==> src/rtl/definitions_pkg.sv <==
// Shared widths, defaults and state types for the host side of the serial pixel link.
package definitions_pkg;

    localparam int FIFO_WIDTH           = 8;
    localparam int CLKS_PER_BIT_DEFAULT = 16;
    localparam int FRAME_PIXELS_DEFAULT = 4096;

    typedef enum logic [1:0] {
        TX_IDLE  = 2'd0,
        TX_START = 2'd1,
        TX_DATA  = 2'd2,
        TX_STOP  = 2'd3
    } tx_state_t;

    typedef enum logic [2:0] {
        RX_IDLE    = 3'd0,
        RX_START   = 3'd1,
        RX_DATA    = 3'd2,
        RX_STOP    = 3'd3,
        RX_RECOVER = 3'd4
    } rx_state_t;

    // The line carries data LSB first: the newest bit enters at the top, the oldest leaves at bit 0.
    function automatic logic [FIFO_WIDTH-1:0] shift_lsb_first(input logic [FIFO_WIDTH-1:0] word,
                                                              input logic                  bit_in);
        return {bit_in, word[FIFO_WIDTH-1:1]};
    endfunction

endpackage

==> src/rtl/pixel_link_rx.sv <==
// Receive half of the pixel link: synchronizes the chip's tx line and recovers 8N1 bytes.
// byte_done / stop_err are single-cycle strobes; the top registers them onto its ports.
module pixel_link_rx
    import definitions_pkg::*;
#(
    parameter int CLKS_PER_BIT = CLKS_PER_BIT_DEFAULT
) (
    input  logic                  clk,
    input  logic                  rst,
    input  logic                  chip_tx,
    output logic [FIFO_WIDTH-1:0] byte_data,
    output logic                  byte_done,
    output logic                  stop_err
);

    localparam int CW = $clog2(CLKS_PER_BIT);
    localparam int BW = $clog2(FIFO_WIDTH);
    localparam logic [CW-1:0] CNT_ZERO  = {CW{1'b0}};
    localparam logic [CW-1:0] CNT_ONE   = CW'(1'b1);
    localparam logic [CW-1:0] BIT_LAST  = CW'(CLKS_PER_BIT - 1);
    localparam logic [CW-1:0] HALF_LAST = CW'(CLKS_PER_BIT / 2 - 1);
    localparam logic [BW-1:0] DATA_LAST = BW'(FIFO_WIDTH - 1);

    logic [1:0]            sync_r;
    logic                  line_s;
    rx_state_t             state_r, state_s;
    logic [CW-1:0]         cnt_r, cnt_s;
    logic [BW-1:0]         bit_r, bit_s;
    logic [FIFO_WIDTH-1:0] shift_r, shift_s;
    logic                  done_s, err_s;

    assign line_s = sync_r[1];

    // Two-flop synchronizer; resets to the idle (high) line level.
    always_ff @(posedge clk or posedge rst) begin
        if (rst) begin
            sync_r <= 2'b11;
        end else begin
            sync_r <= {sync_r[0], chip_tx};
        end
    end

    // RX state, sample counter, bit index and shift register.
    always_ff @(posedge clk or posedge rst) begin
        if (rst) begin
            state_r <= RX_IDLE;
            cnt_r   <= CNT_ZERO;
            bit_r   <= {BW{1'b0}};
            shift_r <= {FIFO_WIDTH{1'b0}};
        end else begin
            state_r <= state_s;
            cnt_r   <= cnt_s;
            bit_r   <= bit_s;
            shift_r <= shift_s;
        end
    end

    // Next-state logic: half a bit to reach mid-start, then a full bit between samples.
    always_comb begin
        state_s = state_r;
        cnt_s   = cnt_r + CNT_ONE;
        bit_s   = bit_r;
        shift_s = shift_r;
        done_s  = 1'b0;
        err_s   = 1'b0;
        case (state_r)
            RX_IDLE: begin
                cnt_s = CNT_ZERO;
                if (!line_s) state_s = RX_START;
                else         state_s = RX_IDLE;
            end
            RX_START: begin
                if (cnt_r == HALF_LAST) begin
                    cnt_s = CNT_ZERO;
                    bit_s = {BW{1'b0}};
                    if (!line_s) state_s = RX_DATA;
                    else         state_s = RX_IDLE;
                end else begin
                    state_s = RX_START;
                end
            end
            RX_DATA: begin
                if (cnt_r == BIT_LAST) begin
                    cnt_s   = CNT_ZERO;
                    shift_s = shift_lsb_first(shift_r, line_s);
                    if (bit_r == DATA_LAST) state_s = RX_STOP;
                    else                    bit_s   = bit_r + BW'(1'b1);
                end else begin
                    state_s = RX_DATA;
                end
            end
            RX_STOP: begin
                // Leave at mid-stop so a back-to-back start edge is never missed.
                if (cnt_r == BIT_LAST) begin
                    cnt_s = CNT_ZERO;
                    if (line_s) begin
                        done_s  = 1'b1;
                        state_s = RX_IDLE;
                    end else begin
                        err_s   = 1'b1;
                        state_s = RX_RECOVER;
                    end
                end else begin
                    state_s = RX_STOP;
                end
            end
            RX_RECOVER: begin
                cnt_s = CNT_ZERO;
                if (line_s) state_s = RX_IDLE;
                else        state_s = RX_RECOVER;
            end
            default: begin
                state_s = RX_IDLE;
                cnt_s   = CNT_ZERO;
            end
        endcase
    end

    assign byte_data = shift_r;
    assign byte_done = done_s;
    assign stop_err  = err_s;

endmodule

==> src/rtl/pixel_link_host.sv <==
// Host endpoint of the serial pixel link: 8N1 transmitter toward the chip's rx pin,
// receiver for the chip's tx pin, and per-frame pixel counting in both directions.
module pixel_link_host
    import definitions_pkg::*;
#(
    parameter int CLKS_PER_BIT = CLKS_PER_BIT_DEFAULT,
    parameter int FRAME_PIXELS = FRAME_PIXELS_DEFAULT
) (
    input  logic                            clk,
    input  logic                            rst,
    input  logic [FIFO_WIDTH-1:0]           pix_in,
    input  logic                            pix_in_valid,
    output logic                            pix_in_ready,
    output logic                            chip_rx,
    input  logic                            chip_tx,
    output logic [FIFO_WIDTH-1:0]           pix_out,
    output logic                            pix_out_valid,
    output logic                            frame_err,
    output logic                            tx_frame_done,
    output logic                            rx_frame_done,
    output logic [$clog2(FRAME_PIXELS)-1:0] rx_count
);

    localparam int CW = $clog2(CLKS_PER_BIT);
    localparam int BW = $clog2(FIFO_WIDTH);
    localparam int FW = $clog2(FRAME_PIXELS);
    localparam logic [CW-1:0] CNT_ZERO   = {CW{1'b0}};
    localparam logic [CW-1:0] CNT_ONE    = CW'(1'b1);
    localparam logic [CW-1:0] BIT_LAST   = CW'(CLKS_PER_BIT - 1);
    localparam logic [BW-1:0] DATA_LAST  = BW'(FIFO_WIDTH - 1);
    localparam logic [FW-1:0] FRAME_LAST = FW'(FRAME_PIXELS - 1);
    localparam logic [FW-1:0] FRAME_ZERO = {FW{1'b0}};

    tx_state_t             tx_state_r, tx_state_s;
    logic [CW-1:0]         tx_cnt_r, tx_cnt_s;
    logic [BW-1:0]         tx_bit_r, tx_bit_s;
    logic [FIFO_WIDTH-1:0] tx_shift_r, tx_shift_s;
    logic                  chip_rx_r, line_s;
    logic                  pix_in_ready_r, ready_s;
    logic                  accept_s;
    logic [FW-1:0]         tx_count_r;
    logic                  tx_frame_done_r;

    logic [FIFO_WIDTH-1:0] rx_byte_s;
    logic                  rx_done_s, rx_err_s;
    logic [FIFO_WIDTH-1:0] pix_out_r;
    logic                  pix_out_valid_r, frame_err_r, rx_frame_done_r;
    logic [FW-1:0]         rx_count_r;

    assign accept_s = pix_in_valid && pix_in_ready_r;

    // TX state and datapath registers; line and ready are registered from next-state values.
    always_ff @(posedge clk or posedge rst) begin
        if (rst) begin
            tx_state_r     <= TX_IDLE;
            tx_cnt_r       <= CNT_ZERO;
            tx_bit_r       <= {BW{1'b0}};
            tx_shift_r     <= {FIFO_WIDTH{1'b0}};
            chip_rx_r      <= 1'b1;
            pix_in_ready_r <= 1'b1;
        end else begin
            tx_state_r     <= tx_state_s;
            tx_cnt_r       <= tx_cnt_s;
            tx_bit_r       <= tx_bit_s;
            tx_shift_r     <= tx_shift_s;
            chip_rx_r      <= line_s;
            pix_in_ready_r <= ready_s;
        end
    end

    // TX next-state logic; an accept in the last stop cycle chains straight into the next start bit.
    always_comb begin
        tx_state_s = tx_state_r;
        tx_cnt_s   = tx_cnt_r + CNT_ONE;
        tx_bit_s   = tx_bit_r;
        tx_shift_s = tx_shift_r;
        case (tx_state_r)
            TX_IDLE: begin
                tx_cnt_s = CNT_ZERO;
                if (accept_s) begin
                    tx_state_s = TX_START;
                    tx_shift_s = pix_in;
                end else begin
                    tx_state_s = TX_IDLE;
                end
            end
            TX_START: begin
                if (tx_cnt_r == BIT_LAST) begin
                    tx_state_s = TX_DATA;
                    tx_cnt_s   = CNT_ZERO;
                    tx_bit_s   = {BW{1'b0}};
                end else begin
                    tx_state_s = TX_START;
                end
            end
            TX_DATA: begin
                if (tx_cnt_r == BIT_LAST) begin
                    tx_cnt_s   = CNT_ZERO;
                    tx_shift_s = shift_lsb_first(tx_shift_r, 1'b1);
                    if (tx_bit_r == DATA_LAST) tx_state_s = TX_STOP;
                    else                       tx_bit_s   = tx_bit_r + BW'(1'b1);
                end else begin
                    tx_state_s = TX_DATA;
                end
            end
            TX_STOP: begin
                if (tx_cnt_r == BIT_LAST) begin
                    tx_cnt_s = CNT_ZERO;
                    if (accept_s) begin
                        tx_state_s = TX_START;
                        tx_shift_s = pix_in;
                    end else begin
                        tx_state_s = TX_IDLE;
                    end
                end else begin
                    tx_state_s = TX_STOP;
                end
            end
            default: begin
                tx_state_s = TX_IDLE;
                tx_cnt_s   = CNT_ZERO;
            end
        endcase

        case (tx_state_s)
            TX_START: line_s = 1'b0;
            TX_DATA:  line_s = tx_shift_s[0];
            default:  line_s = 1'b1;
        endcase
        ready_s = (tx_state_s == TX_IDLE) || ((tx_state_s == TX_STOP) && (tx_cnt_s == BIT_LAST));
    end

    // TX frame counter; the done pulse follows the accept of the frame's last pixel.
    always_ff @(posedge clk or posedge rst) begin
        if (rst) begin
            tx_count_r      <= FRAME_ZERO;
            tx_frame_done_r <= 1'b0;
        end else if (accept_s) begin
            if (tx_count_r == FRAME_LAST) begin
                tx_count_r      <= FRAME_ZERO;
                tx_frame_done_r <= 1'b1;
            end else begin
                tx_count_r      <= tx_count_r + FW'(1'b1);
                tx_frame_done_r <= 1'b0;
            end
        end else begin
            tx_frame_done_r <= 1'b0;
        end
    end

    pixel_link_rx #(
        .CLKS_PER_BIT(CLKS_PER_BIT)
    ) u_rx (
        .clk      (clk),
        .rst      (rst),
        .chip_tx  (chip_tx),
        .byte_data(rx_byte_s),
        .byte_done(rx_done_s),
        .stop_err (rx_err_s)
    );

    // RX output registers and frame counter; pix_out holds between valid pulses.
    always_ff @(posedge clk or posedge rst) begin
        if (rst) begin
            pix_out_r       <= {FIFO_WIDTH{1'b0}};
            pix_out_valid_r <= 1'b0;
            frame_err_r     <= 1'b0;
            rx_frame_done_r <= 1'b0;
            rx_count_r      <= FRAME_ZERO;
        end else begin
            pix_out_valid_r <= rx_done_s;
            frame_err_r     <= rx_err_s;
            if (rx_done_s) begin
                pix_out_r <= rx_byte_s;
                if (rx_count_r == FRAME_LAST) begin
                    rx_count_r      <= FRAME_ZERO;
                    rx_frame_done_r <= 1'b1;
                end else begin
                    rx_count_r      <= rx_count_r + FW'(1'b1);
                    rx_frame_done_r <= 1'b0;
                end
            end else begin
                rx_frame_done_r <= 1'b0;
            end
        end
    end

    assign chip_rx       = chip_rx_r;
    assign pix_in_ready  = pix_in_ready_r;
    assign pix_out       = pix_out_r;
    assign pix_out_valid = pix_out_valid_r;
    assign frame_err     = frame_err_r;
    assign tx_frame_done = tx_frame_done_r;
    assign rx_frame_done = rx_frame_done_r;
    assign rx_count      = rx_count_r;

endmodule

==> config.mk <==
export PLATFORM = sky130hd
export DESIGN_NAME = pixel_link_host
export DESIGN_NICKNAME = d
export VERILOG_FILES = /design/src/rtl/definitions_pkg.sv /design/src/rtl/pixel_link_rx.sv /design/src/rtl/pixel_link_host.sv
export SDC_FILE = /design/constraint.sdc
export NUM_CORES = 1
export LEC_CHECK = 0
export ABC_CLOCK_PERIOD_IN_PS = 2000
export CAP_MARGIN = 10
export CORE_UTILIZATION = 51
export CTS_CLUSTER_SIZE = 25
export DETAILED_ROUTE_END_ITERATION = 12
export PLACE_DENSITY_LB_ADDON = 0.3
export SLEW_MARGIN = 20
export SYNTH_ARGS = -nofsm -noshare
export SYNTH_HDL_FRONTEND = slang
export SYNTH_HIERARCHICAL = 1
export SYNTH_SLANG_ARGS = --single-unit
==> constraint.sdc <==
create_clock -name clk -period 2 [get_ports clk]
set_input_delay 0.2 -clock clk [delete_from_list [all_inputs] [get_ports clk]]
set_output_delay 0.2 -clock clk [all_outputs]
set_load 0.005 [all_outputs]
Yosys cells after proc, flatten, opt, wreduce, memory -nomap -nowiden
Index checks and enable logic that the tools add are counted.

operators by class
  add/subtract/negate cells = 6
  equality and inequality tests = 26
  muxes and demuxes = 44
  reductions and logical operators = 15

operator list
  operator                 number
  $mux W3                  10
  $add A12 B1 Y12 const B  2
  $eq A12 B12 Y1 const B   2
  $mux W12                 2
  $mux W8                  3
  $pmux W8 S3              1
  $pmux W4 S2              2
  $pmux W3 S5              1
  $eq A4 B4 Y1 const B     3
  $mux W1                  12
  $mux W2                  6
  $mux W4                  3
  $pmux W3 S2              2
  $ne A2 B2 Y1 const B     5
  $eq A3 B3 Y1 const B     3
  $add A4 B1 Y4 const B    2
  $eq A2 B2 Y1 const B     4
  $pmux W2 S4              1
  $reduce_and A4 Y1        2
  $add A3 B1 Y3 const B    2
  $eq A3 B2 Y1 const B     2
  $eq A2 B1 Y1 const B     2
  $eq A4 B3 Y1 const B     1
  $logic_not A2 Y1         2
  13 further kinds         16

storage, ports and cells
  register bits after elaboration = 75
  input bits = 12
  output and inout bits = 26
  word-level logic and storage cells = 110

Logic depth before layout (Yosys ltp)
Gate-level depths: netlist of run 1.

  word-level depth = 7
  depth in mapped cells = 10
  depth with buffers taken out = 8

By module
Netlist of run 1, hierarchy kept.

modules (own cells, without submodules)
  module           instances  cells each  area each (um^2)  sequential area each (um^2)
  pixel_link_host  1          237         2,658.8           1,378.8
  pixel_link_rx    1          81          949.7             503.0

Worst setup path after synthesis of run 1
OpenSTA, ideal clock, no wires.

  path kind = register to register
  from = register u_rx.cnt_r[0]
  to = register pix_out_r[0] (netlist: pix_out[0])
  setup time = 125 ps
  arrival time = 1,940 ps
  slack = -65 ps
  cell stages (with the launch flop) = 9
  cell sequence = dfrtp_1 ha_1 clkbuf_1 and3_1 nand3_1 nor2_1 buf_2 buf_1 mux2_2

between the ends
  word-level cells in the longest chain between the ends = 3

RTL lines
  what                    RTL line                source
  from (decl)             pixel_link_rx.sv:27     logic [CW-1:0] cnt_r, cnt_s;
  from (signal assigned)  pixel_link_rx.sv:52     cnt_r <= cnt_s;
  $eq A4 B4 Y1            pixel_link_rx.sv:94     if (cnt_r == BIT_LAST) begin
  $mux W1                 pixel_link_rx.sv:94
  $mux W1                 pixel_link_rx.sv:66     case (state_r)
  net rx_done_s           pixel_link_host.sv:45   logic rx_done_s, rx_err_s;
  to (signal assigned)    pixel_link_host.sv:165  pix_out_r <= {FIFO_WIDTH{1'b0}};
  to (signal assigned)    pixel_link_host.sv:174  pix_out_r <= rx_byte_s;
  to (decl)               pixel_link_host.sv:46   logic [FIFO_WIDTH-1:0] pix_out_r;

The timed path passes the listed nets, and every way through them passes these cells.
A chain may end at the register's enable or synchronous reset.

Final worst setup path of run 1
  from = register u_rx.cnt_r[0]
  to = register rx_count_r[11] (netlist: rx_count[11])

between the ends
  word-level cells in the longest chain between the ends = 3

RTL lines
  what                  RTL line                source
  $eq A4 B4 Y1          pixel_link_rx.sv:94
  $mux W1               pixel_link_rx.sv:94
  $mux W1               pixel_link_rx.sv:66
  net rx_done_s         pixel_link_host.sv:45
  to (signal assigned)  pixel_link_host.sv:179  rx_count_r <= rx_count_r + FW'(1'b1);
  to (decl)             pixel_link_host.sv:48   logic [FW-1:0] rx_count_r;

The timed path passes the listed nets, and every way through them passes these cells.

==> out/qor.yml, run 1 <==
r2r-end: "rx_count[11]"
power_frac_comb_pct: 12.6
p_seq_share_pct: 44.9
vias: 2646
htreeDepth: 3
cp_max_fo: 7
rsz0062_at_grt: "no"
nets: 387
holdCritPathClass: "primary input to asynchronous set/reset pin"
numCtsBuffers: 9
postSynthCellCount: 318
initial_utilization_pct: 52.82
synth-main-ff-cell: "dfrtp_1"
synth_cell_types: 61
power_leakage_uw: 0.001928
hold_buffers: 0
grt_pass1_vias: 2708
dp_hpwl_microns: 5086
synth_compound_area_share_pct: 12.07
drv_slew: 0
layout_commonest_cell: "dfrtp_1"
max_cap_violations: 0
cts.sinks: 75
gp_congestion: 0.7990
portBuffers: 37
path_cells: "ha_1, and3_1, nand3_1, nor2_4, and3_1, nand2_1, or3_1, o21ai_0"
status: "finished clean"
wirelength_microns: 7141
fillers: 558
p_int_uw: 2833
drtIter0Drc: 131
synth-simple-area-share_pct: 17.48
power_uw: 3650
synth-adder-area-share_pct: 2.774
grt_pass1_wl_microns: 12690
end_kind: "flop"
placed_area_sq_um: 4151
relSlewSlack_pct: 60.81
cp_slowest_cell: "dfrtp_1"
core.rowCount: 30
area_growth_pct: 22.88
yosysSeqAreaShare_pct: 52.15
required_ns: 2.26
cts_tree: "yes"
synth-xor-area-share_pct: 5.097
final_cell_mix: "dfrtp_1 (71), clkdlybuf4s50_1 (37), nor2_1 (21), nand2_1 (20), nand3_1 (18)"
track_usage_pct: 22.35
core_sq_um: 6832
antenna_found_initial: 0
max-clock-path-buffers: 2
synth_top_family_by_area: "simple AND/OR/NAND/NOR gates"
p_sw_share_pct: 22.37
switching_power_uw: 816.5
drt_first_pass_iters: 4
routed_via_density: 5.654
r2r_cells: 8
power_density_nw_per_um2: 823.1
avgRoutedWirePerCell_microns: 15.26
clkLatencyLatePin_ns: 0.35
syn-num-nets: 338
critPathArrivalTime_ns: 2.15
syn_area_sq_um: 3608
fin_skew_ns: 0.008828
peakVddDrop_mv: 0.5911
antennaDiodeCount: 0
die-area_sq_um: 7416
drive_above_1_share_pct: 19.62
cts_root_buf: "clkbuf_8"
final-hold-violation-count: 0
post-route-drc-count: 0
critPathKind: "flop to flop"
cts.clk_slew.worst_paths_ns: 0.08
ys_ff_latch: 75
max_freq_mhz: 528.6
postLayoutCellArea_sq_um: 4434
grt_max_degree: 37
r2r-start: "u_rx/cnt_r[0]"
worstSetupStartpointType: "flop"
gr-total-overflow: 0
crit_buf_inv: 0
synthMuxAreaShare_pct: 6.519
worst_pin_slew_ns: 0.5879
cp_top_family: "simple AND/OR/NAND/NOR gates"
ant_nets: 0
reg2reg_setup_slack_ns: 0.11
slowest_delay_ns: 0.38
synth_async_sr_flop_share_pct: 100.0
die_w_microns: 86.12
die-height_microns: 86.12
setup_viol_count_final: 0
crit_top_cell: "and3_1"
synth.avg_cell_area_sq_um: 11.35
yosysWarnings: 6
pin_count: 38
synth_edf_count: 0
period_share_pct: 94.59
whs_ns: 0.2398
final.min_clock_period_ns: 1.892
p_clk_share_pct: 42.5
[logic make-up (layout without fill, tap and decap cells)]
kind of cell             count (synthesis)  in the layout
XOR/XNOR                                21             21
multiplexers                            21             21
AND/OR/NAND/NOR                        115            115
flip-flops                              75             75
AO/OA/AOI/OAI                           52             52
adder cells (fa/ha/maj)                  8              8
buffers and inverters                   26             80
[state kept, by name, summed over array words and instances (netlist names)]
signal,count
tx_shift_r,8
tx_frame_done,1
u_rx/sync_r,2
tx_cnt_r,4
u_rx/byte_data,8
u_rx/state_r,3
chip_rx,1
tx_bit_r,3
rx_frame_done,1
u_rx/bit_r,3
u_rx/cnt_r,4
pix_in_ready,1
rx_count,12
pix_out,8
tx_count_r,12
frame_err,1
pix_out_valid,1
tx_state_r,2
[layout make-up]
| type | instances | area, sq um | share of cell area [%] |
|---|---|---|---|
| inverter | 9 | 33.78 | 0.7619 |
| clock buffer | 12 | 155.1 | 3.499 |
| sequential | 75 | 1882 | 42.44 |
| timing repair buffer | 55 | 530.5 | 11.96 |
| multi-input combinational | 217 | 1593 | 35.92 |
| clock inverter | 4 | 120.1 | 2.709 |
| tap | 96 | 120.1 | 2.709 |
[metrics by stage]
stage,instances,utilization [%],TNS (ns),worst slack [ns]
final,468,64.91,0,0.1081
after global routing,468,64.91,0,0.001133
after global placement,452,60.77,0,0.05477
after detailed placement,452,60.77,-0.04509,-0.04509
after floorplan,318,-,0,0.06249
after CTS,468,64.84,0,0.05111
[layer usage]
metal | track usage [%] | share of wire, % | up-vias
met4 | 8.182 | 1.8 | 0
met3 | 7.026 | 4.6 | 15
li1 | - | - | 1255
met5 | 0 | 0 | -
met2 | 34.85 | 47 | 70
met1 | 29.36 | 47 | 1306
[power groups by stage]
stage	Combinational (uW)	Clock [uW]	Sequential (uW)
2_1_floorplan	328	0	1650
3_3_place_gp	439	0	1660
3_5_place_dp	460	0	1670
4_1_cts	461	1600	1640
5_1_grt	509	1670	1640
6_report	460	1550	1640
[repair_timing]
action                                  CTS  global route
endpoints found under the setup margin    2             2
hold endpoints to repair                  0             0
gates resized for setup                   1             1
setup buffers                             0             0
[worst register-to-register path, stage by stage (launching register included)]
cell and delay (ns):
dfrtp_1 0.38, ha_1 0.17, and3_1 0.17, nand3_1 0.15
nor2_4 0.20, and3_1 0.25, nand2_1 0.09, or3_1 0.31
o21ai_0 0.09
[how the worst max path moves through the flow]
| stage | startpoint | end | depth (start not counted) |
|---|---|---|---|
| floorplan | u_rx/cnt_r[0] | rx_count[11] | 10 |
| global placement | u_rx/cnt_r[0] | rx_count[11] | 8 |
| detailed placement | u_rx/cnt_r[0] | rx_count[11] | 8 |
| CTS | u_rx/cnt_r[0] | rx_count[11] | 8 |
| global route | u_rx/cnt_r[0] | rx_count[11] | 8 |
| finish | u_rx/cnt_r[0] | rx_count[11] | 8 |
[cell usage after synthesis, types with 3 or more instances]
cell type   n  area, sq um
nand3_2     3        30.03
nand3b_1    3        22.52
ha_1        8        100.1
a22o_1      5        43.79
and4_1      5        43.79
a221o_1     6        60.06
mux2i_1     4        40.04
nor3_1      5        25.02
nand4_1     8        50.05
a31oi_1     3        18.77
nor3b_1     3        22.52
inv_1       9        33.78
dfrtp_1    71         1777
buf_6       3        33.78
buf_2       7        35.03
nor2_1     22        82.58
nand2_1    20        75.07
a21oi_1     8        40.04
xor2_1      8        70.07
dfstp_2     4        105.1
nand3_1    18        90.09
and3_1      5        31.28
buf_4       3        22.52
mux2_2     16        180.2
nor2b_1     8        50.05
o21ai_0     9        45.04
xnor2_1    13        113.9
Power figures use the tool's default switching activity.
==> run 2: changes to the inputs <==
CORE_ASPECT_RATIO = 1.5   (was unset)
==> run 2 against run 1 <==
Largest cell class unchanged; clock-buffer cell count decreased by 1; power decreased by 13%; sequential share of layout area increased by 1.8 points; the flow now finishes with violations (design-rule violations); critical path depth decreased by 1; utilization decreased by 2.8 points.
==> out/qor.yml, run 2 (synthesized netlist as in run 1, its figures left out) <==
hold_buffers: 0  # unchanged
antenna_found_initial: 0  # unchanged
final.min_clock_period_ns: 1.825  # -0.06639 ns
wirelength_microns: 6790  # -4.9%
fin_skew_ns: 0.008758  # -0.00006969 ns
area_growth_pct: 18.00
post-route-drc-count: 8  # +8
track_usage_pct: 20.37  # -2.0 points
drt-met1-wl_microns: 3052  # -8.5%
fin_tns_setup_ns: 0  # unchanged
switching_power_uw: 805.4  # -1.4%
final_cell_mix: "dfrtp_1 (71), clkdlybuf4s50_1 (37), nand2_1 (20), nor2_1 (20), nand3_1 (18)"
relSlewSlack_pct: 71.76  # +11 points
pin_count: 38  # unchanged
core_sq_um: 6852  # +0.29%
cts_root_buf: "clkbuf_8"
cts.clk_slew.worst_paths_ns: 0.08  # about the same
holdCritPathClass: "primary input to asynchronous set/reset pin"
layout_commonest_cell: "dfrtp_1"
die-height_microns: 105.0  # +22%
die_w_microns: 70.68  # -18%
vias: 2524  # -4.6%
end_kind: "flop"
status: "complete, but fails checks"
antennaDiodeCount: 0  # unchanged
dp_hpwl_microns: 4799  # -5.6%
cts.sinks: 75  # unchanged
ant_nets: 0  # unchanged
avgRoutedWirePerCell_microns: 15.36  # +0.68%
final-hold-violation-count: 0  # unchanged
clkLatencyLatePin_ns: 0.35  # about the same
grt_pass1_wl_microns: 11700  # -7.8%
dp_slack_ns: 0.1481  # +0.1932 ns
cp_top_family: "simple AND/OR/NAND/NOR gates"
drv_slew: 0  # unchanged
initial_utilization_pct: 52.67  # -0.15 points
fin_ws_ns: 0.1745  # +0.06639 ns
highest_layer: "met4"
htreeDepth: 3  # unchanged
routed_via_density: 5.710  # +1.0%
max_cap_violations: 0  # unchanged
p_seq_share_pct: 52.1  # +7.2 points
max-clock-path-buffers: 2  # unchanged
grt_pass1_vias: 2582  # -4.7%
power_uw: 3192  # -13%
power_frac_comb_pct: 12.8  # +0.2 points
drive_above_1_share_pct: 18.13  # -1.5 points
critPathKind: "flop to flop"
worst_pin_slew_ns: 0.4235  # -0.1644 ns
cts_tree: "yes"
worstSetupStartpointType: "flop"
portBuffers: 37  # unchanged
drtIter0Drc: 148  # +13%
cp_slowest_cell: "dfrtp_1"
cp_max_fo: 10  # +3
die-area_sq_um: 7423  # about the same
nets: 381  # -1.6%
gp_congestion: 0.7692  # -3.7%
wl_met3_microns: 233  # -30%
critPathArrivalTime_ns: 2.10  # -0.05 ns
p_sw_share_pct: 25.23  # +2.9 points
slowest_delay_ns: 0.49  # +0.11 ns
drt_first_pass_iters: 8  # +4
violations: "design-rule violations"
core.rowCount: 37  # +23%
max_freq_mhz: 547.8  # +3.6%
period_share_pct: 91.27  # -3.3 points
setup_viol_count_final: 0  # unchanged
p_int_uw: 2387  # -16%
crit_buf_inv: 0  # unchanged
path_cells: "nor2b_1, nand3_1, nor2_2, and3_1, nand2_1, or3_1, o21ai_0"
wl_met2_microns: 3337  # -0.24%
required_ns: 2.27  # about the same
placed_area_sq_um: 4071  # -1.9%
p_clk_share_pct: 35.1  # -7.4 points
power_leakage_uw: 0.001854  # -3.9%
peakVddDrop_mv: 0.5533  # -6.4%
rsz0062_at_grt: "no"
power_density_nw_per_um2: 749.7  # -8.9%
postLayoutCellArea_sq_um: 4258  # -4.0%
numCtsBuffers: 9  # unchanged
grt_max_degree: 56  # +51%
gr-total-overflow: 0  # unchanged
## run 2: cell type report
class	instances	area, sq um
clock buffer	11	141.4
inverter	9	33.78
clock inverter	3	40.04
timing repair buffer	49	473.0
sequential	75	1882
fill	562	2594
tap	78	97.59
multi-input combinational	217	1590
## run 2: path summary, 6_finish.rpt
path	start	end	slack, ns	cells past startpoint
worst max-delay path	u_rx/state_r[1]	rx_count[11]	0.17	7
worst max register to register	u_rx/state_r[1]	rx_count[11]	0.17	7
worst min-delay path	rst	u_rx/byte_data[0]	0.23	3
max in group asynchronous	rst	pix_in_ready	1.46	3
worst min register to register	u_rx/sync_r[0]	u_rx/sync_r[1]	0.36	0
min in group clk	chip_tx	u_rx/sync_r[0]	0.25	1
## run 2: power groups by stage
stage / clock network, uW / registers (uW) / logic, uW
finish: 1120 / 1660 / 407
global route: 1220 / 1670 / 460
CTS: 1150 / 1660 / 413
detailed placement: 0 / 1690 / 413
global placement: 0 / 1690 / 399
floorplan: 0 / 1650 / 328
## run 2: repair_timing
item,CTS,global route
gates resized for setup,0,2
setup endpoints to repair,0,6
buffers inserted,0,0
## run 2: per-layer routing
layer  track usage (%)  up-vias
met3             4.050        9
li1                  -     1226
met4             10.71        0
met5                 0        -
met2             33.31       56
met1             25.24     1233
## run 2: worst register-to-register path, stage by stage, from the launching register on
cell	delay, ns
dfrtp_1	0.49
nor2b_1	0.21
nand3_1	0.16
nor2_2	0.16
and3_1	0.26
nand2_1	0.09
or3_1	0.31
o21ai_0	0.07
## run 2: through the flow
step	utilization (%)	cells	hold WS (ns)
finish	62.14	442	0.2331
global route	62.14	442	0.2493
CTS	62.07	442	0.2299
detailed placement	59.42	428	0.3475
global placement	59.42	428	0.3476
floorplan	-	318	0.1623
==> run 3: changes to the inputs <==
CORE_MARGIN = 2   (was unset)
==> run 3 against run 2 <==
The flow now finishes without violations; largest power group unchanged; clock power barely moved; worst setup slack lost 0.053 ns; flip-flop and latch count did not move; wire length down 1.2%; first-iteration DRC count down 2.0%.
==> out/qor.yml, run 3 (synthesized netlist as in run 1, its figures left out) <==
fin_tns_setup_ns: 0  # unchanged
fin_skew_ns: 0.005117  # -0.003641 ns
relSlewSlack_pct: 70.39  # -1.4 points
initial_utilization_pct: 52.67  # unchanged
grt_pass1_wl_microns: 11760  # +0.59%
drtIter0Drc: 145  # -2.0%
drive_above_1_share_pct: 19.29  # +1.2 points
max_freq_mhz: 532.2  # -2.8%
dp_hpwl_microns: 4784  # -0.31%
fin_ws_ns: 0.1212  # -0.05335 ns
worstSetupStartpointType: "flop"
holdCritPathClass: "primary input to asynchronous set/reset pin"
power_leakage_uw: 0.001865  # +0.61%
numCtsBuffers: 9  # unchanged
track_usage_pct: 19.57  # -0.81 points
final_cell_mix: "dfrtp_1 (71), clkdlybuf4s50_1 (37), nand2_1 (20), nor2_1 (20), nand3_1 (18)"
period_share_pct: 93.94  # +2.7 points
seq_area_sq_um: 1882  # unchanged
pin_count: 38  # unchanged
r2r_cells: 8  # +1
wl_met2_microns: 3291  # -1.4%
core_sq_um: 6852  # unchanged
final.min_clock_period_ns: 1.879  # +0.05334 ns
cts_tree: "yes"
worst_pin_slew_ns: 0.4442  # +0.02064 ns
clkLatencyLatePin_ns: 0.36  # about the same
critPathArrivalTime_ns: 2.15  # +0.05 ns
grt_pass1_vias: 2572  # -0.39%
routed_via_density: 5.791  # +1.4%
cts.clk_slew.worst_paths_ns: 0.08  # about the same
die_w_microns: 72.68  # +2.8%
antennaDiodeCount: 0  # unchanged
post-route-drc-count: 0  # -8
nets: 383  # +0.52%
drt_first_pass_iters: 4  # -4
whs_ns: 0.2330  # -0.00006800 ns
cp_slowest_cell: "dfrtp_1"
max-clock-path-buffers: 2  # unchanged
power_density_nw_per_um2: 757.9  # +1.1%
cts_root_buf: "clkbuf_8"
wirelength_microns: 6709  # -1.2%
required_ns: 2.28  # about the same
final-hold-violation-count: 0  # unchanged
cts.sinks: 75  # unchanged
stdcell_count: 446  # +0.90%
multi_input_area_sq_um: 1597  # +0.39%
layout_commonest_cell: "dfrtp_1"
die-area_sq_um: 7778  # +4.8%
area_growth_pct: 18.93
gp_congestion: 0.8194  # +6.5%
fillers: 565  # +0.53%
ant_nets: 0  # unchanged
die-height_microns: 107.0  # +1.9%
cts_setup_buffers: 0  # unchanged
cp_max_fo: 4  # -6
gr-total-overflow: 0  # unchanged
avgRoutedWirePerCell_microns: 15.04  # -2.1%
post-place-cells: 430  # +0.47%
crit_buf_inv: 0  # unchanged
grt_max_degree: 34  # -39%
max_cap_violations: 0  # unchanged
peakVddDrop_mv: 0.5071  # -8.3%
rsz0062_at_grt: "no"
core.rowCount: 37  # unchanged
drv_slew: 0  # unchanged
antenna_found_initial: 0  # unchanged
dp_slack_ns: 0.04400  # -0.1041 ns
drt-met1-wl_microns: 2985  # -2.2%
highest_layer: "met4"
postLayoutCellArea_sq_um: 4292  # +0.79%
critPathKind: "flop to flop"
portBuffers: 37  # unchanged
cp_num_cells: 8  # +1
end_kind: "flop"
placed_area_sq_um: 4086  # +0.37%
status: "finished clean"
htreeDepth: 3  # unchanged
cp_top_family: "simple AND/OR/NAND/NOR gates"
setup_viol_count_final: 0  # unchanged
path_cells: "ha_1, and3_1, nand3_1, nor2_4, and3_2, nand2_1, or3_1, o21ai_0"
wl_met3_microns: 259  # +11%
vias: 2583  # +2.3%
slowest_delay_ns: 0.38  # -0.11 ns
==> run 3: layer usage <==
metal	up-vias	GRT usage (%)
li1	1236	-
met1	1276	24.57
met2	56	31.04
met3	15	5.075
met4	0	9.392
met5	-	0
==> run 3: what timing repair did <==
| action | 4_1_cts | 5_1_grt |
|---|---|---|
| gates resized for setup | 0 | 4 |
| setup endpoints to repair | 0 | 7 |
| hold buffers | 0 | 0 |
==> run 3: final timing paths <==
check                                from              to  slack, ns
min reg2reg                u_rx/sync_r[0]  u_rx/sync_r[1]       0.36
max                         u_rx/cnt_r[0]    rx_count[11]       0.12
max reg2reg                 u_rx/cnt_r[0]    rx_count[11]       0.12
max in group asynchronous             rst    pix_in_ready       1.37
min in group clk                  chip_tx  u_rx/sync_r[0]       0.24
min                                   rst     rx_count[5]       0.23
==> run 3: tightest hold or removal path, cell delays in order <==
cell,delay [ns]
clkdlybuf4s50_1,0.44
inv_2,0.07
buf_4,0.27
==> run 3: through the flow <==
stage	utilization, %	power (uW)
after floorplan	-	1977
after global placement	59.64	2111
after detailed placement	59.64	2129
after CTS	62.47	3291
after global routing	62.64	3429
final	62.64	3253
==> run 3: power by group <==
| part | internal (uW) | switching (uW) |
|---|---|---|
| logic | 230 | 231 |
| registers | 1590 | 52.2 |
| clock network | 604 | 549 |
| total | 2420 | 832 |
==> run 3: final cells by class <==
type	count	share of cell area [%]
timing repair buffer	51	11.37
sequential	75	43.85
tap	78	2.274
inverter	9	0.7872
clock buffer	11	3.294
clock inverter	5	1.224
multi-input combinational	217	37.20
==> variant 1 (flow settings as in run 3) <==
Re-encode `rx_state_t` (5 states) as one-hot, 5 bits wide.
--- a/src/rtl/definitions_pkg.sv
+++ b/src/rtl/definitions_pkg.sv
@@ -13,10 +13,10 @@
     } tx_state_t;
 
-    typedef enum logic [2:0] {
-        RX_IDLE    = 3'd0,
-        RX_START   = 3'd1,
-        RX_DATA    = 3'd2,
-        RX_STOP    = 3'd3,
-        RX_RECOVER = 3'd4
+    typedef enum logic [4:0] {
+        RX_IDLE    = 5'b00001,
+        RX_START   = 5'b00010,
+        RX_DATA    = 5'b00100,
+        RX_STOP    = 5'b01000,
+        RX_RECOVER = 5'b10000
     } rx_state_t;
 
Formal check against the unedited RTL: no difference found for any inputs over 10 cycles, from zero or initial values and one cycle with rst high; not proved beyond that.
==> variant 1 against run 3 <==
Final area grew 6.5%. Sequential cell count rose by 2. Sequential share of layout area down 1.5 points. Routed wire length grew 15%. Area after synthesis rose by 5.3%. Die area increased by 5.1%. Worst hold slack lost 42 ps. Setup slack got worse by 18 ps. Total power fell by 7.0%. Critical endpoint is now rx_count[3]$_DFFE_PP0P_.
==> variant 1: results (changes against run 3) <==
| Metric | Value |
|---|---|
| Most common library cells after synthesis | 72 x dfrtp_1, 22 x nor2_1, 20 x mux2_2, 19 x nand2_1, 17 x nand3_1 |
| Cell count after synthesis | 341 (+7.2%) |
| Hold WS | 191 ps (-42.3 ps) |
| Post-DP HPWL | 5670 um (+18%) |
| Crit-path max FO | 6 (+2) |
| Met2 GRT Util | 35.0% (+3.9 points) |
| Post-Route WL | 7710 um (+15%) |
| Non-filler instance count after layout | 500 (+12%) |
| Relative slew slack | 60.9% (-9.5 points) |
| Routing usage on met1 | 25.4% (+0.79 points) |
| Reg2reg path depth | 6 (-2) |
| Status | finished clean |
| Syn nets | 361 (+6.8%) |
| Library cells used by synthesis | 63 (+3.3%) |
| Met3 Track Usage GR | 3.85% (-1.2 points) |
| Final nets | 415 (+8.4%) |
| Final Skew | 9.91 ps (+4.80 ps) |
| Cell leakage power | 1.97 nW (+5.7%) |
| Fill cell count | 573 (+1.4%) |
| GRT Overall Usage | 20.8% (+1.2 points) |
| 1st-iter DRT viols | 218 (+50%) |
| Worst vdd ir | 715 uV (+41%) |
| Setup crit start | u_rx/cnt_r[1]$_DFF_PP0_ |
| Via count | 2841 (+10%) |
| Largest cells by area after synthesis | dfrtp_1 47%, mux2_2 5.9%, dfstp_2 3.5% |
variant 1: report_power, final:
part	switching, W	total [W]	internal (W)
Clock	0.000565	0.00105	0.000487
Combinational	0.000199	0.000365	0.000165
Sequential	0.0000149	0.00161	0.00159
Total	0.000779	0.00303	0.00225
variant 1: repair_timing:
item,in CTS,in global routing
hold endpoints to repair,0,0
setup buffers,0,3
setup endpoints to repair,0,3
gates resized for setup,0,2
variant 1: worst max-delay path by stage:
stage,end,slack (ps),cells after the start
after floorplan,rx_count[11]$_DFFE_PP0P_,20,8
after detailed placement,pix_in_ready$_DFF_PP1_,90,6
after global placement,pix_in_ready$_DFF_PP1_,130,6
after CTS,rx_count[11]$_DFFE_PP0P_,80,7
final,rx_count[3]$_DFFE_PP0P_,100,6
after global routing,rx_count[3]$_DFFE_PP0P_,0.6,6
variant 1: logic make-up (layout without fill, tap and decap cells):
logic type	after synthesis	count (layout)	synth area share, %
buffers and inverters	27	86	4.05
AND/OR/NAND/NOR	127	127	18.9
flip-flops	77	77	50.9
adder cells (fa/ha/maj)	8	8	2.63
XOR/XNOR	21	21	4.84
multiplexers	23	23	6.72
AO/OA/AOI/OAI	58	58	12.0
variant 1: worst max-delay path: stages, from the launching register on:
cell and delay [ps]:
dfrtp_1 360, ha_1 190, nand4_1 170, nor4_4 380, buf_4 190, or3b_2 430, o221ai_1 80
variant 1: metrics by stage:
stage               area [um2]  util, %  setup slack, ps  total power [W]
CTS                       4540     62.8             75.7          0.00305
detailed placement        4370     60.4             88.6          0.00200
floorplan                 3810        -             19.0          0.00190
global placement          4370     60.4              128          0.00199
finish                    4570     63.2              104          0.00303
global route              4570     63.2            0.570          0.00316
variant 1: final cells by class:
type                       count  area (um2)  share of cell area [%]
sequential                    77        1930                    42.3
multi-input combinational    237        1730                    37.9
tap                          100         125                    2.74
clock inverter                 5        35.0                   0.766
timing repair buffer          62         571                    12.5
clock buffer                  11         141                    3.09
inverter                       8        30.0                   0.657
variant 1: routing by layer:
layer / share of wire, % / up-vias
met5: 0 / -
met4: 2.4 / 0
li1: - / 1355
met2: 53 / 42
met1: 42 / 1428
met3: 2.9 / 16
==> variant 2 (flow settings as in run 3) <==
Made on the original files. The package constant `CLKS_PER_BIT_DEFAULT` goes from 16 to 64.
--- a/src/rtl/definitions_pkg.sv
+++ b/src/rtl/definitions_pkg.sv
@@ -3,5 +3,5 @@
 
     localparam int FIFO_WIDTH           = 8;
-    localparam int CLKS_PER_BIT_DEFAULT = 16;
+    localparam int CLKS_PER_BIT_DEFAULT = 64;
     localparam int FRAME_PIXELS_DEFAULT = 4096;
 
Formal check against the unedited RTL: same outputs for any inputs over 10 cycles, from zero or initial values and one cycle with rst high; that may be too few to reach the edited logic, so the function may still have changed.
==> variant 2 against run 3 <==
Final area rose by 7.1%. First-iteration DRC count rose by 32%. Area after synthesis rose by 3.5%. Fmax fell by 1.7%. Critical path depth fell by 1. Setup slack got worse by 33 ps. Count of clock-buffer cells in the layout fell by 2. Worst hold slack got worse by 100 ps. Sequential cell count rose by 4. Routed wire length rose by 10%. Die area rose by 3.3%. Non-clock buffer count rose by 8. Total power rose by 22%. Critical endpoint is now chip_rx$_DFF_PP1_.
==> variant 2: results (changes against run 3) <==
| Metric | Value |
|---|---|
| Post-DP HPWL | 5460 um (+14%) |
| Sequential element share of the synthesized area | 53.1% (+0.93 points) |
| Largest net degree at the start of global routing | 26 (-24%) |
| Worst-Margin Slew | 590 ps (+145 ps) |
| Seq cells | 79 (+5.3%) |
| Pre-CTS setup slack | -6.84 ps (-50.8 ps) |
| Final-layout clock-cell area share | 4.41% (-0.11 points) |
| Non-clk invs | 17 (+8) |
| Mux contribution to synthesized area | 6.74% (+0.22 points) |
| R2r startpoint | tx_bit_r[0]$_DFFE_PP0P_ |
| Met3 Track Usage GR | 4.90% (-0.18 points) |
| Routing usage on met1 | 24.3% (-0.27 points) |
| WL met2 | 3950 um (+20%) |
| Multi-Input Combinational | 233 (+7.4%) |
| Post-Route WL | 7400 um (+10%) |
| Layout cells sized above 1 | 20.0% (+0.76 points) |
| Status | finished clean |
| Cell leakage power | 2.00 nW (+7.5%) |
| Flop pwr share | 50.5% (about the same) |
| Met3 Wirelength | 247 um (-4.6%) |
| Compound-cell area share of the yosys netlist | 10.7% (-1.4 points) |
| Crit-path max FO | 5 (+1) |
| Via count | 2780 (+7.6%) |
| Non-clk buf share | 12.2% (+0.82 points) |
| Sequential share of cell area | 43.1% (-0.75 points) |
| Area of the multi-input gates | 1660 um2 (+4.2%) |
| DR pass1 iterations | 5 (+1) |
| Routability cong. | 0.855 (+4.3%) |
| Synth Area in Adders | 2.68% (-0.093 points) |
| Reg2reg path depth | 7 (-1) |
| Arrival time worst endpoint | 2190 ps (+40 ps) |
| Crit path to | chip_rx$_DFF_PP1_ |
| Fill cell count | 575 (+1.8%) |
| Final Skew | 10.9 ps (+5.77 ps) |
| FF/Latch Area | 1980 um2 (+5.3%) |
[variant 2: critical path, cell delays in order, from the launching register on]
cell and delay [ps]:
dfrtp_1 410, ha_2 190, ha_2 170, nor2b_1 130, a32o_2 270, a221o_1 370, nand2b_4 150, o21a_1 170
[variant 2: stage by stage]
step	hold WS (ps)	TNS [ps]	cells	util [%]
floorplan	188	-65.8	340	-
global placement	348	0	486	60.7
detailed placement	348	-10.8	486	60.7
CTS	107	0	502	63.5
global route	125	-5.58	504	64.0
finish	133	0	504	64.0
[variant 2: kinds of logic (layout without fill, tap and decap cells)]
kind of cell,Yosys count,in the layout
and+or+nand+nor,122,122
DFF,79,79
AOI/OAI and AO/OA,61,61
buffers and inverters,28,92
xor gates and xnor gates,22,22
muxes,20,20
adders and majority gates,8,8
[variant 2: what timing repair did]
item                       CTS  global route
hold buffers                 0             0
setup buffers                0             2
setup endpoints to repair    2             4
gates resized for setup      1             7
pin swaps                    0             2
